<file path="src/rtl/seq_detect_sched.sv">
// Time-multiplexed run-of-ones detector shared by N_CH serial requesters via a round-robin arbiter.
// Optional per-channel saturating match counters are enabled with `define MATCH_CNT_EN.
module seq_detect_sched #(
  parameter int N_CH = 4,
  parameter int CH_W = 2
) (
  input  logic              clk,
  input  logic              rst,
  input  logic [N_CH-1:0]   req,
  input  logic [N_CH-1:0]   x,
  input  logic [N_CH-1:0]   clr,
  output logic [N_CH-1:0]   gnt,
  output logic              out_valid,
  output logic              out_y,
  output logic [CH_W-1:0]   out_ch,
  output logic [2*N_CH-1:0] ctx
`ifdef MATCH_CNT_EN
  ,
  output logic [8*N_CH-1:0] match_cnt
`endif
);

  // Gray-like context encoding keeps the run length in two flops per channel.
  localparam logic [1:0] ST_IDLE = 2'b00;
  localparam logic [1:0] ST_ONE  = 2'b01;
  localparam logic [1:0] ST_TWO  = 2'b11;
  localparam logic [1:0] ST_MANY = 2'b10;

  function automatic logic [1:0] det_next(input logic [1:0] s, input logic b);
    logic [1:0] n;
    n = ST_IDLE;
    if (b) begin
      case (s)
        ST_IDLE: n = ST_ONE;
        ST_ONE:  n = ST_TWO;
        default: n = ST_MANY;
      endcase
    end
    return n;
  endfunction

  function automatic logic det_out(input logic [1:0] s, input logic b);
    return (!b) && (s != ST_IDLE);
  endfunction

  function automatic logic [7:0] sat_inc(input logic [7:0] v);
    return (v == 8'hFF) ? v : v + 8'd1;
  endfunction

  logic [CH_W-1:0] ptr_q, ptr_d;
  logic [1:0]      ctx_q [N_CH];
  logic [1:0]      ctx_d [N_CH];
  logic            valid_q;
  logic            y_q, y_d;
  logic [CH_W-1:0] ch_q, ch_d;

  logic [N_CH-1:0] elig;
  logic            hit;
  logic [CH_W-1:0] gidx;
  logic [CH_W:0]   cand;

  // Rotating search from ptr_q+1; clr on a channel suppresses its request.
  always_comb begin
    elig = req & ~clr;
    hit  = 1'b0;
    gidx = '0;
    cand = '0;
    for (int k = 1; k <= N_CH; k++) begin
      cand = {1'b0, ptr_q} + (CH_W+1)'(k);
      if (cand >= (CH_W+1)'(N_CH)) cand = cand - (CH_W+1)'(N_CH);
      if (!hit && elig[cand[CH_W-1:0]]) begin
        hit  = 1'b1;
        gidx = cand[CH_W-1:0];
      end
    end
    if (rst) hit = 1'b0;
  end

  assign gnt = hit ? (N_CH'(1) << gidx) : '0;

  always_comb begin
    ctx_d = ctx_q;
    for (int j = 0; j < N_CH; j++) begin
      if (clr[j]) ctx_d[j] = ST_IDLE;
    end
    y_d   = 1'b0;
    ptr_d = ptr_q;
    ch_d  = ch_q;
    if (hit) begin
      ctx_d[gidx] = det_next(ctx_q[gidx], x[gidx]);
      y_d         = det_out(ctx_q[gidx], x[gidx]);
      ptr_d       = gidx;
      ch_d        = gidx;
    end
  end

  always_ff @(posedge clk or posedge rst) begin
    if (rst) begin
      ptr_q   <= CH_W'(N_CH - 1);
      valid_q <= 1'b0;
      y_q     <= 1'b0;
      ch_q    <= '0;
      for (int j = 0; j < N_CH; j++) ctx_q[j] <= ST_IDLE;
    end else begin
      ptr_q   <= ptr_d;
      valid_q <= hit;
      y_q     <= y_d;
      ch_q    <= ch_d;
      ctx_q   <= ctx_d;
    end
  end

  assign out_valid = valid_q;
  assign out_y     = y_q;
  assign out_ch    = ch_q;

  always_comb begin
    ctx = '0;
    for (int j = 0; j < N_CH; j++) ctx[2*j +: 2] = ctx_q[j];
  end

`ifdef MATCH_CNT_EN
  logic [7:0] cnt_q [N_CH];
  logic [7:0] cnt_d [N_CH];

  always_comb begin
    cnt_d = cnt_q;
    for (int j = 0; j < N_CH; j++) begin
      if (clr[j]) cnt_d[j] = 8'd0;
    end
    if (hit && y_d) cnt_d[gidx] = sat_inc(cnt_q[gidx]);
  end

  always_ff @(posedge clk or posedge rst) begin
    if (rst) begin
      for (int j = 0; j < N_CH; j++) cnt_q[j] <= 8'd0;
    end else begin
      cnt_q <= cnt_d;
    end
  end

  always_comb begin
    match_cnt = '0;
    for (int j = 0; j < N_CH; j++) match_cnt[8*j +: 8] = cnt_q[j];
  end
`endif

endmodule

</file>
<file path="config.mk">
export PLATFORM = sky130hd
export DESIGN_NAME = seq_detect_sched
export DESIGN_NICKNAME = d
export VERILOG_FILES = /design/src/rtl/seq_detect_sched.sv
export SDC_FILE = /design/constraint.sdc
export NUM_CORES = 1
export LEC_CHECK = 0
export CAP_MARGIN = 20
export CORE_ASPECT_RATIO = 1.5
export CORE_MARGIN = 10
export CORE_UTILIZATION = 25
export CTS_BUF_LIST = sky130_fd_sc_hd__clkbuf_8
export DETAILED_ROUTE_END_ITERATION = 10
export GPL_TIMING_DRIVEN = 0
export HOLD_SLACK_MARGIN = 0.08
export PLACE_DENSITY = 0.5
export SETUP_SLACK_MARGIN = 0.15
export SKIP_LAST_GASP = 1
export SLEW_MARGIN = 20
export SYNTH_ARGS = -nofsm -noshare
export SYNTH_HDL_FRONTEND = slang
export SYNTH_SLANG_ARGS = --single-unit
</file>
<file path="constraint.sdc">
create_clock -name clk -period 4.5 [get_ports clk]
set_clock_uncertainty 0.2 [all_clocks]
set_input_delay 0.9 -clock clk [delete_from_list [all_inputs] [get_ports clk]]
set_output_delay 0.9 -clock clk [all_outputs]
set_load 0.02 [all_outputs]
</file>
==> Word-level counts from Yosys, hierarchy flattened <==
Cells that the tools add are included.
Widths: inputs -> output; s select.
{ "word_totals": {"reg_bits": 14, "output_inout_bits": 16} }
{ "op_classes": {"addsub": 8, "magnitude_cmp": 11, "n_eq_ne": 1, "shifts": 1, "n_mux": 39, "bitwise": 3, "reduce_logical": 11} }
{ "op_table": {"columns": ["operator", "n"], "rows": [
  ["$mux 2", 17],
  ["$ge 3x3->1 const B", 5],
  ["$lt 2x3->1 const B", 5],
  ["$mux 1", 11],
  ["$bmux 1 s2", 5],
  ["$bwmux 8", 1],
  ["$mux 8", 1],
  ["$sub 2x1->2 const B", 4],
  ["$add 2x2->3 const B", 2],
  ["$logic_and 1x1->1", 5],
  ["$and 4x4->4", 1],
  ["$bmux 2 s2", 1],
  ["$demux 2 s2", 1],
  ["$logic_not 1->1", 4],
  ["$mux 4", 1],
  ["$not 4->4", 1],
  ["$pmux 2 s2", 1],
  ["$shl 1x2->4 const A", 1],
  ["$add 2x1->3 const B", 1],
  ["$add 2x3->3 const B", 1],
  ["$lt 3x1->1 const B", 1],
  ["$not 2->3", 1],
  ["$eq 2x1->1 const B", 1],
  ["$logic_not 2->1", 1],
  ["$reduce_bool 2->1", 1]
]} }

==> Depth between registers and ports, before layout <==
Gate-level depths: netlist of run 1.
{ "logic_depth": {"depth_word": 25, "ltp_mapped": 8} }

==> Worst setup path before layout of run 1 <==
Ideal clock, no wire load.
{ "synth_path": {"path_type": "input port to output port", "start": "input req[3]", "end": "output gnt[0]", "arrival_ns": 2.053, "path_slack_ns": 1.347, "stages": 6, "path_cell_list": "nor2b_2 a21oi_1 a31oi_1 clkbuf_1 nand3_1 inv_1"} }
{ "synth_between": {"elab_chain_cells": 15, "word_cells_on_any_way": 26} }
{ "synth_lines": {"columns": ["item", "line_no", "text"], "rows": [
  ["start: declaration", "9", "input logic [N_CH-1:0] req,"],
  ["$and 4x4->4 (*)", "64", "elig = req & ~clr;"],
  ["$bmux 1 s2", "71", "if (!hit && elig[cand[CH_W-1:0]]) begin"],
  ["$mux 1 (not written as such)", "71", null],
  ["$mux 1", "71", null],
  ["$logic_not 1->1", "71", null],
  ["$logic_and 1x1->1", "71", null],
  ["$mux 1", "71", null],
  ["$logic_not 1->1", "71", null],
  ["$logic_and 1x1->1", "71", null],
  ["$mux 1", "71", null],
  ["$logic_not 1->1", "71", null],
  ["$logic_and 1x1->1", "71", null],
  ["$mux 1 (*)", "71", null],
  ["$mux 1 (*)", "76", "if (rst) hit = 1'b0;"],
  ["named net hit", "58", "logic hit;"],
  ["$mux 4 (*)", "79", "assign gnt = hit ? (N_CH'(1) << gidx) : '0;"],
  ["end: declaration", "12", "output logic [N_CH-1:0] gnt,"]
]} }
The timed path passes the listed nets; every way through them passes the cells marked *. The select of a mux whose other input is x is not followed.

==> Worst setup path in the final report of run 1 <==
{ "layout_path": {"start": "input clr[0]", "end": "output gnt[2]"} }
{ "layout_between": {"elab_chain_cells": 16, "word_cells_on_any_way": 27} }
{ "layout_lines": {"columns": ["item", "line_no", "text"], "rows": [
  ["start: declaration", "11", "input logic [N_CH-1:0] clr,"],
  ["$not 4->4 (*)", "64", null],
  ["$and 4x4->4 (*)", "64", null],
  ["$bmux 1 s2", "71", null],
  ["$mux 1 (not written as such)", "71", null],
  ["$mux 1", "71", null],
  ["$logic_not 1->1", "71", null],
  ["$logic_and 1x1->1", "71", null],
  ["$mux 1", "71", null],
  ["$logic_not 1->1", "71", null],
  ["$logic_and 1x1->1", "71", null],
  ["$mux 1", "71", null],
  ["$logic_not 1->1", "71", null],
  ["$logic_and 1x1->1", "71", null],
  ["$mux 2 / $mux 1 (equally long branches)", "71", null],
  ["$shl 1x2->4 / $mux 1 (equally long branches)", "79, 76", null],
  ["$mux 4 (*)", "79", null]
]} }
Every way passes the cells marked *; elsewhere a longest branch is shown, timed or not. The select of a mux whose other input is x is not followed.

==> flow_summary_export.csv, run 1 <==
group,metric,value,unit
placement,dp.final_hpwl,2.15,mm
power,power_frac_seq,0.342,
worst_setup_path,crit_chain,"clkdlybuf4s50_1 -> nand2b_1 -> a211oi_4 -> o21a_1 -> buf_6 -> nand3_1 -> inv_1 -> clkdlybuf4s50_1",
power,p_int,0.308,mW
routing,drt_wl_total,2.80,mm
routing,ant_nets,0,
worst_setup_path,critPathMostFrequentCell,"clkdlybuf4s50_1",
routing,avgRoutedWirePerCell,16.6,µm
grt,grt_max_degree,15,
timing,finalSetupTns,0,ns
clocking,clk_path_buf_depth,2,
floorplanning,rows,26,
finish,diodes,0,
routing,first_iter_violations,31,
worst_setup_path,crit_slowest_cell,"clkdlybuf4s50_1",
yosys,yosys.area.top_type_share,0.342,
worst_setup_path,cp-start-kind,"input pin",
timing,final.min_clock_period,4.26,ns
grt,grt_pass1_vias,870,
worst_setup_path,cpPeakStageDelay,0.60,ns
status,status,"complete, no violations",
clocking,cts_buffers,3,
power,total_power,0.472,mW
routing,viasPerCell,4.96,
timing,rsz0062_at_grt,"true",
timing,fmax,235,MHz
timing,whs,0.306,ns
yosys,ys_types,27,
clocking,insertion_delay,0.25,ns
worst_setup_path,crit_arrival,3.16,ns
finish,synthToLayoutAreaGrowth,50.6,%
power,power_frac_comb,0.393,
yosys,synth_nets,103,
yosys,yosys_warnings,0,
floorplanning,die_y,92.6,µm
grt,grt_antenna_before_repair,0,
power,clockPowerShare,0.265,
power,vdd_drop_max,0.000219,V
clocking,cts_tree,"done",
yosys,synth-seq-cells,14,
clocking,path_clk_slew,0.06,ns
power,swShare,0.348,
yosys,syn_area,878,µm²
finish,final_area,1320,µm²
timing,tightest_slew,0.544,ns
floorplanning,die-area,6330,µm²
routing,drt_first_pass_iters,4,
clocking,cts.root.buffer_cell,"clkbuf_8",
floorplanning,core,3380,µm²
timing,slew_violations,0,
worst_setup_path,critPathMaxFanout,9,
clocking,clock_sinks,14,
worst_setup_path,path_class,"in -> out",
routing,drc,0,
yosys,syn_avg_cell_area,9.87,µm²
clocking,htreeDepth,1,
finish,drive_above_1_share,0.183,
run,maxCapViolCount,0,
timing,relSlewSlack,0.637,
floorplanning,die_x,68.4,µm
worst_setup_path,required,3.40,ns
grt,grt_pass1_wl,4.39,mm
timing,hold_viol_final,0,
finish,fin_nets,141,
power,power_density,357,nW/µm²
timing,finalSetupViolCount,0,
yosys,yosysSeqAreaShare,0.402,
worst_setup_path,cp-end-kind,"primary output",
power,p_leak,0.553,nW
floorplanning,ios,30,
yosys,synth_top_cell_by_area,"dfrtp_1",
placement,routabilityCongestion,0.811,
routing,vias,833,
yosys,postSynthCellCount,89,
placement,dpl-instance-area,1220,µm²
timing,fin_crit_sh,0.948,
floorplanning,floorplan.initialDensity,0.260,
placement,port_buffers,29,
worst_hold_path,min_path_type,"reg -> reg",
power,p_switching,0.164,mW
yosys,synth_area_leaders,"dfrtp_1, o211ai_1, o31ai_1",
grt,grt-ovfl-total,0,
grt,track_usage,0.0891,
## synth_stat cells
cell type	number
dfrtp_1	12
inv_1	12
o211ai_1	9
o31ai_1	8
nand3_1	6
nand3b_1	6
nand2_1	4
a21oi_1	3
nand2b_1	3
o21a_1	3
o21ai_0	3
a211oi_4	2
buf_6	2
dfstp_2	2
nor2b_2	2
a211o_1	1
a21oi_2	1
a221oi_4	1
a22o_1	1
a22oi_2	1
a31oi_1	1
and2_1	1
and3b_1	1
clkbuf_1	1
inv_2	1
nor3_1	1
nor3b_2	1
## logic make-up after synthesis
kind of cell | Yosys count | synth area share
flops | 14 | 0.402
compound gates | 34 | 0.332
simple gates | 25 | 0.181
buf+inv | 16 | 0.0855
## per-stage QoR
step                      setup slack, ns   util  cells
final                               0.236  0.391    168
after global routing               0.0831  0.391    168
after CTS                           0.178  0.378    164
after detailed placement           0.0479  0.361    160
after global placement            0.00699  0.361    160
after floorplan                      1.35      -     89
## repair_timing
| action | 4_1_cts | 5_1_grt |
|---|---|---|
| setup endpoints to repair | 3 | 4 |
| pin swaps | 1 | 2 |
| setup buffers | 0 | 4 |
| resized for setup | 2 | 5 |
| hold buffers | 0 | 0 |
## flip-flops by register name, indices dropped and copies added (netlist names)
signal,cells
out_ch,2
ptr_q,2
ctx,8
out_y,1
out_valid,1
## worst max-delay path: cells and delay by family
kind / cells / cell delay, ns
AO/OA/AOI/OAI: 2 / 0.56
buffers and inverters: 4 / 1.26
AND/OR/NAND/NOR: 2 / 0.44
## power groups by stage
| stage | Sequential, mW | Combinational (mW) | Clock [mW] |
|---|---|---|---|
| 2_1_floorplan | 0.175 | 0.0949 | 0 |
| 3_3_place_gp | 0.163 | 0.176 | 0 |
| 3_5_place_dp | 0.163 | 0.178 | 0 |
| 4_1_cts | 0.161 | 0.180 | 0.125 |
| 5_1_grt | 0.164 | 0.201 | 0.135 |
| 6_report | 0.161 | 0.185 | 0.125 |
## routing by layer
metal / global-route usage / vias up / part of all wire
li1: - / 398 / -
met1: 0.0982 / 409 / 0.41
met2: 0.144 / 22 / 0.51
met3: 0.0326 / 4 / 0.065
met4: 0.0438 / 0 / 0.016
met5: 0 / - / 0
## cells in the final DEF, fill, tap and decap left out, types with 2 or more instances in the layout
master and n:
a211oi_4 2, a21oi_1 3, buf_4 4, buf_6 2, clkbuf_8 4, clkdlybuf4s50_1 28, dfrtp_1 12, dfstp_2 2
inv_1 12, nand2_1 4, nand2b_1 3, nand3_1 6, nand3b_1 6, o211ai_1 9, o21a_1 3, o21ai_0 2
o31ai_1 8
## final cells by class
cell class | count | area, µm²
buffer | 3 | 30.0
clock buffer | 4 | 55.1
fill | 370 | 2060
inverter | 13 | 48.8
multi-input combinational | 59 | 460
sequential | 14 | 353
tap | 42 | 52.6
timing repair buffer | 33 | 323
## path summary, 6_finish.rpt
path                                  startpoint                     to  slack, ns  cells past startpoint
max                                       clr[0]                 gnt[2]       0.24                      8
min                        out_ch[0]$_DFFE_PP0P_  out_ch[0]$_DFFE_PP0P_       0.31                      1
max reg2reg                 ptr_q[0]$_DFFE_PP1P_        out_y$_DFF_PP0_       2.18                      7
min reg2reg                out_ch[0]$_DFFE_PP0P_  out_ch[0]$_DFFE_PP0P_       0.31                      1
max in group asynchronous                    rst   ptr_q[0]$_DFFE_PP1P_       2.87                      2
min in group asynchronous                    rst       ctx[2]$_DFF_PP0_       0.86                      2
Power figures use the tool's default switching activity.
==> inputs of run 2 (changes only) <==
--- a/config.mk
+++ b/config.mk
@@ -11,12 +11,11 @@
 export CORE_UTILIZATION = 25
 export CTS_BUF_LIST = sky130_fd_sc_hd__clkbuf_8
 export DETAILED_ROUTE_END_ITERATION = 10
-export GPL_TIMING_DRIVEN = 0
 export HOLD_SLACK_MARGIN = 0.08
 export PLACE_DENSITY = 0.5
 export SETUP_SLACK_MARGIN = 0.15
 export SKIP_LAST_GASP = 1
-export SLEW_MARGIN = 20
+export SLEW_MARGIN = 15
 export SYNTH_ARGS = -nofsm -noshare
 export SYNTH_HDL_FRONTEND = slang
 export SYNTH_SLANG_ARGS = --single-unit
==> flow_summary_export.csv, run 2 (same netlist as run 1, synthesis figures left out) <==
group,metric,value,unit
clocking,htreeDepth,1,
floorplanning,die_y,92.6,µm
grt,gr-max-usage-layer,"met2",
floorplanning,ios,30,
placement,port_buffers,29,
worst_hold_path,hold_path_depth,1,
routing,ant_nets,0,
finish,final_common_cell,"clkdlybuf4s50_1",
finish,finalCoreUtilization,0.385,
grt,grt-ovfl-total,0,
grt,grtUsageMet3,0.0338,
timing,final.min_clock_period,4.21,ns
worst_hold_path,min_path_type,"reg -> reg",
worst_setup_path,r2r_slack,2.06,ns
power,p_leak,0.523,nW
finish,fin_nets,140,
grt,grt_antenna_before_repair,0,
timing,whs,0.307,ns
routing,first_iter_violations,31,
clocking,ctsHoldBuffers,0,
clocking,clock_sinks,14,
floorplanning,die-area,6330,µm²
timing,rsz0062_at_grt,"true",
grt,grt_pass1_wl,4.55,mm
placement,dp.final_hpwl,2.24,mm
grt,grt_max_degree,15,
clocking,insertion_delay,0.25,ns
finish,synthToLayoutAreaGrowth,48.4,%
routing,drc,0,
finish,drive_above_1_share,0.184,
floorplanning,die_x,68.4,µm
timing,hold_viol_final,0,
worst_setup_path,cp_top_family,"buffers and inverters",
run,maxCapViolCount,0,
worst_setup_path,cp-end-kind,"primary output",
clocking,cts_tree,"done",
grt,track_usage,0.0945,
worst_setup_path,crit_chain,"clkdlybuf4s50_1 -> nand2b_1 -> nor3_1 -> a211o_1 -> nand3_1 -> inv_1 -> clkdlybuf4s50_1",
worst_setup_path,required,3.40,ns
worst_setup_path,path_class,"in -> out",
routing,avgRoutedWirePerCell,16.9,µm
routing,viasPerCell,5.13,
power,vdd_drop_max,0.000166,V
worst_hold_path,worst_hold_path.endpoint,"out_ch[0]$_DFFE_PP0P_",
timing,tightest_slew,0.581,ns
clocking,clk_path_buf_depth,2,
worst_setup_path,reg2reg_depth,7,
worst_setup_path,crit_arrival,3.11,ns
timing,slew_violations,0,
timing,fmax,238,MHz
worst_setup_path,r2r-start,"ptr_q[0]$_DFFE_PP1P_",
grt,grt_use_met2,0.152,
grt,met1_usage,0.103,
routing,drt_first_pass_iters,4,
clocking,path_clk_slew,0.06,ns
power,power_density,357,nW/µm²
worst_setup_path,cp-start-kind,"input pin",
worst_hold_path,hp-start,"out_ch[0]$_DFFE_PP0P_",
timing,relSlewSlack,0.613,
clocking,cts.root.buffer_cell,"clkbuf_8",
placement,routabilityCongestion,0.829,
timing,finalSetupTns,0,ns
finish,final_cell_mix,"clkdlybuf4s50_1, inv_1, dfrtp_1",
floorplanning,core,3380,µm²
timing,finalSetupViolCount,0,
worst_setup_path,r2r_end,"out_y$_DFF_PP0_",
floorplanning,rows,26,
clocking,cts_buffers,3,
worst_setup_path,timing.critical_path.buf_inv,3,
status,status,"complete, no violations",
worst_setup_path,crit_slowest_cell,"clkdlybuf4s50_1",
timing,fin_crit_sh,0.936,
worst_setup_path,critPathMostFrequentCell,"clkdlybuf4s50_1",
grt,grt_pass1_vias,909,
finish,diodes,0,
routing,vias,856,
routing,drt_wl_total,2.83,mm
floorplanning,floorplan.initialDensity,0.260,
finish,largest_reg_flops,8,
worst_setup_path,cpPeakStageDelay,0.60,ns
worst_setup_path,critPathMaxFanout,5,
-- run 2: timing repair --
| item | 4_1_cts | 5_1_grt |
|---|---|---|
| buffers inserted | 0 | 1 |
| endpoints found under the setup margin | 0 | 4 |
| gates resized for setup | 0 | 3 |
-- run 2: worst max-delay path by stage --
stage,start,endpoint,slack (ns),cells past startpoint
after global placement,req[3],gnt[0],0.25,7
after detailed placement,req[3],gnt[2],0.20,7
after floorplan,req[3],gnt[0],1.35,6
after CTS,req[3],gnt[0],0.20,7
after global routing,clr[1],gnt[0],0.11,7
final,clr[1],gnt[0],0.29,7
-- run 2: cell type report --
cell class / instances / area, µm²
clock buffer: 4 / 55.1
fill: 376 / 2080
multi-input combinational: 59 / 459
inverter: 13 / 48.8
timing repair buffer: 35 / 335
tap: 42 / 52.6
sequential: 14 / 353
-- run 2: worst reg2reg max path, stage by stage (launching register included) --
cell,delay [ns]
dfstp_2,0.57
inv_1,0.08
a221oi_4,0.38
o21a_1,0.23
buf_4,0.17
o211ai_1,0.11
a22oi_2,0.36
and3b_1,0.23
-- run 2: metal layers --
layer,vias to the layer above,part of all wire
met5,-,0
met4,0,0.029
met3,11,0.083
met2,40,0.50
met1,402,0.39
li1,403,-
-- run 2: per-stage QoR --
step | cells | setup WS, ns | instance area (µm²) | power [mW]
after detailed placement | 162 | 0.196 | 1230 | 0.340
after CTS | 166 | 0.199 | 1290 | 0.468
final | 167 | 0.290 | 1300 | 0.465
after global placement | 162 | 0.250 | 1230 | 0.338
after floorplan | 89 | 1.35 | 878 | 0.270
after global routing | 167 | 0.113 | 1300 | 0.491
-- run 2: power breakdown --
part	switching [mW]	leakage, nW	internal, mW	total, mW
registers	0.0160	0.181	0.145	0.161
logic	0.101	0.313	0.0778	0.178
clock network	0.0477	0.0288	0.0776	0.125
total	0.164	0.523	0.301	0.465
==> inputs of run 3 (changes only) <==
==> constraint.sdc (replaced) <==
create_clock -name clk -period 5.2 [get_ports clk]
set_clock_uncertainty 0.2 [all_clocks]
set_input_delay 1.04 -clock clk [delete_from_list [all_inputs] [get_ports clk]]
set_output_delay 1.04 -clock clk [all_outputs]
set_load 0.02 [all_outputs]
==> flow_summary_export.csv, run 3 (same netlist as run 1, synthesis figures left out) <==
group,metric,value,unit
status,status,"complete, no violations",
timing,finalSetupViolCount,0,
clocking,cts_tree,"done",
clocking,cts_buffers,3,
grt,grt_pass1_wl,4.40,mm
worst_setup_path,r2r_slack,2.80,ns
worst_setup_path,path_class,"in -> out",
timing,fin_crit_sh,0.891,
worst_setup_path,cp-start-kind,"input pin",
clocking,insertion_delay,0.25,ns
timing,slew_violations,0,
routing,first_iter_violations,22,
finish,drive_above_1_share,0.133,
worst_setup_path,crit_chain,"clkdlybuf4s50_1 -> nor2b_2 -> o211ai_1 -> o21a_1 -> nand3_1 -> inv_1 -> clkdlybuf4s50_1",
power,vdd_drop_max,0.000161,V
placement,port_buffers,29,
grt,track_usage,0.0917,
clocking,cts.root.buffer_cell,"clkbuf_8",
worst_hold_path,worst_hold_path.endpoint,"out_ch[0]$_DFFE_PP0P_",
grt,grt_antenna_before_repair,0,
timing,tightest_slew,0.542,ns
floorplanning,floorplan.initialDensity,0.260,
floorplanning,core,3380,µm²
clocking,clock_sinks,14,
placement,routabilityCongestion,0.751,
clocking,clk_path_buf_depth,2,
worst_setup_path,timing.critical_path.buf_inv,3,
power,power_density,312,nW/µm²
finish,diodes,0,
finish,final_cell_mix,"clkdlybuf4s50_1, inv_1, dfrtp_1",
floorplanning,die-area,6330,µm²
placement,place_inst,158,
worst_hold_path,hold_path_depth,1,
routing,ant_nets,0,
clocking,path_clk_slew,0.06,ns
worst_setup_path,reg2reg_depth,6,
worst_setup_path,cp-end-kind,"primary output",
routing,drc,0,
worst_setup_path,crit_slowest_cell,"clkdlybuf4s50_1",
worst_setup_path,r2r-start,"ptr_q[1]$_DFFE_PP1P_",
timing,hold_viol_final,0,
grt,grt_max_degree,15,
clocking,htreeDepth,1,
worst_setup_path,required,3.96,ns
timing,finalSetupTns,0,ns
routing,drt_first_pass_iters,4,
timing,rsz0062_at_grt,"false",
routing,vias,803,
timing,relSlewSlack,0.639,
finish,synthToLayoutAreaGrowth,43.2,%
worst_hold_path,hp-start,"out_ch[0]$_DFFE_PP0P_",
grt,grt-ovfl-total,0,
floorplanning,die_y,92.6,µm
finish,final_common_cell,"clkdlybuf4s50_1",
worst_setup_path,r2r_end,"ctx[0]$_DFF_PP0_",
worst_setup_path,cp_top_family,"buffers and inverters",
grt,grt_pass1_vias,878,
finish,fin_nets,135,
worst_setup_path,crit_arrival,3.40,ns
worst_setup_path,critPathMaxFanout,9,
power,p_leak,0.499,nW
clocking,ctsHoldBuffers,0,
finish,final_cells,162,
clocking,postCtsSetupBuffers,0,
floorplanning,die_x,68.4,µm
worst_setup_path,cpPeakStageDelay,0.60,ns
placement,dp.final_hpwl,2.16,mm
routing,drt_wl_total,2.68,mm
timing,final.min_clock_period,4.64,ns
routing,avgRoutedWirePerCell,16.5,µm
timing,fmax,216,MHz
floorplanning,ios,30,
finish,largest_reg_flops,8,
run,maxCapViolCount,0,
routing,viasPerCell,4.96,
clocking,ctsResizeCount,0,
worst_hold_path,min_path_type,"reg -> reg",
floorplanning,rows,26,
worst_setup_path,critPathMostFrequentCell,"clkdlybuf4s50_1",
[run 3: stage by stage]
stage	hold slack, ns	setup WS [ns]	power, mW	area, µm²	util
2_1_floorplan	0.342	1.77	0.234	878	-
3_3_place_gp	0.278	0.604	0.285	1200	0.355
3_5_place_dp	0.290	0.543	0.286	1200	0.355
4_1_cts	0.298	0.555	0.395	1260	0.372
5_1_grt	0.307	0.372	0.415	1260	0.372
6_report	0.292	0.564	0.392	1260	0.372
[run 3: metal layers]
metal | wire [µm] | global-route usage | share of wire | vias up
met5 | 0 | 0 | 0 | -
met4 | 91 | 0.0572 | 0.034 | 0
met3 | 117 | 0.0265 | 0.044 | 7
met2 | 1300 | 0.139 | 0.48 | 23
met1 | 1170 | 0.108 | 0.44 | 381
li1 | - | - | - | 392
[run 3: power by group]
| group | leakage [nW] | internal [mW] | switching (mW) |
|---|---|---|---|
| Clock | 0.0288 | 0.0672 | 0.0425 |
| Sequential | 0.181 | 0.126 | 0.0137 |
| Combinational | 0.290 | 0.0610 | 0.0818 |
[run 3: worst max-delay path by stage]
stage | cells past startpoint | start | slack (ns) | endpoint
2_1_floorplan | 6 | req[3] | 1.77 | gnt[0]
3_3_place_gp | 7 | clr[0] | 0.60 | gnt[0]
3_5_place_dp | 7 | clr[1] | 0.54 | gnt[0]
4_1_cts | 7 | clr[1] | 0.55 | gnt[0]
5_1_grt | 7 | clr[1] | 0.37 | gnt[0]
6_report | 7 | clr[1] | 0.56 | gnt[2]
[run 3: cell type report]
cell class | count | area, µm²
Inverter | 13 | 48.8
Timing Repair Buffer | 30 | 298
Tap cell | 42 | 52.6
Fill cell | 373 | 2130
Clock buffer | 4 | 55.1
Sequential cell | 14 | 353
Multi-Input combinational cell | 59 | 450
[run 3: worst register-to-register path: stages (launching register included)]
cell and delay (ns):
dfstp_2 0.63, inv_2 0.07, a211oi_4 0.26, o21a_1 0.38, a21oi_2 0.09, a22o_1 0.37
o31ai_1 0.29
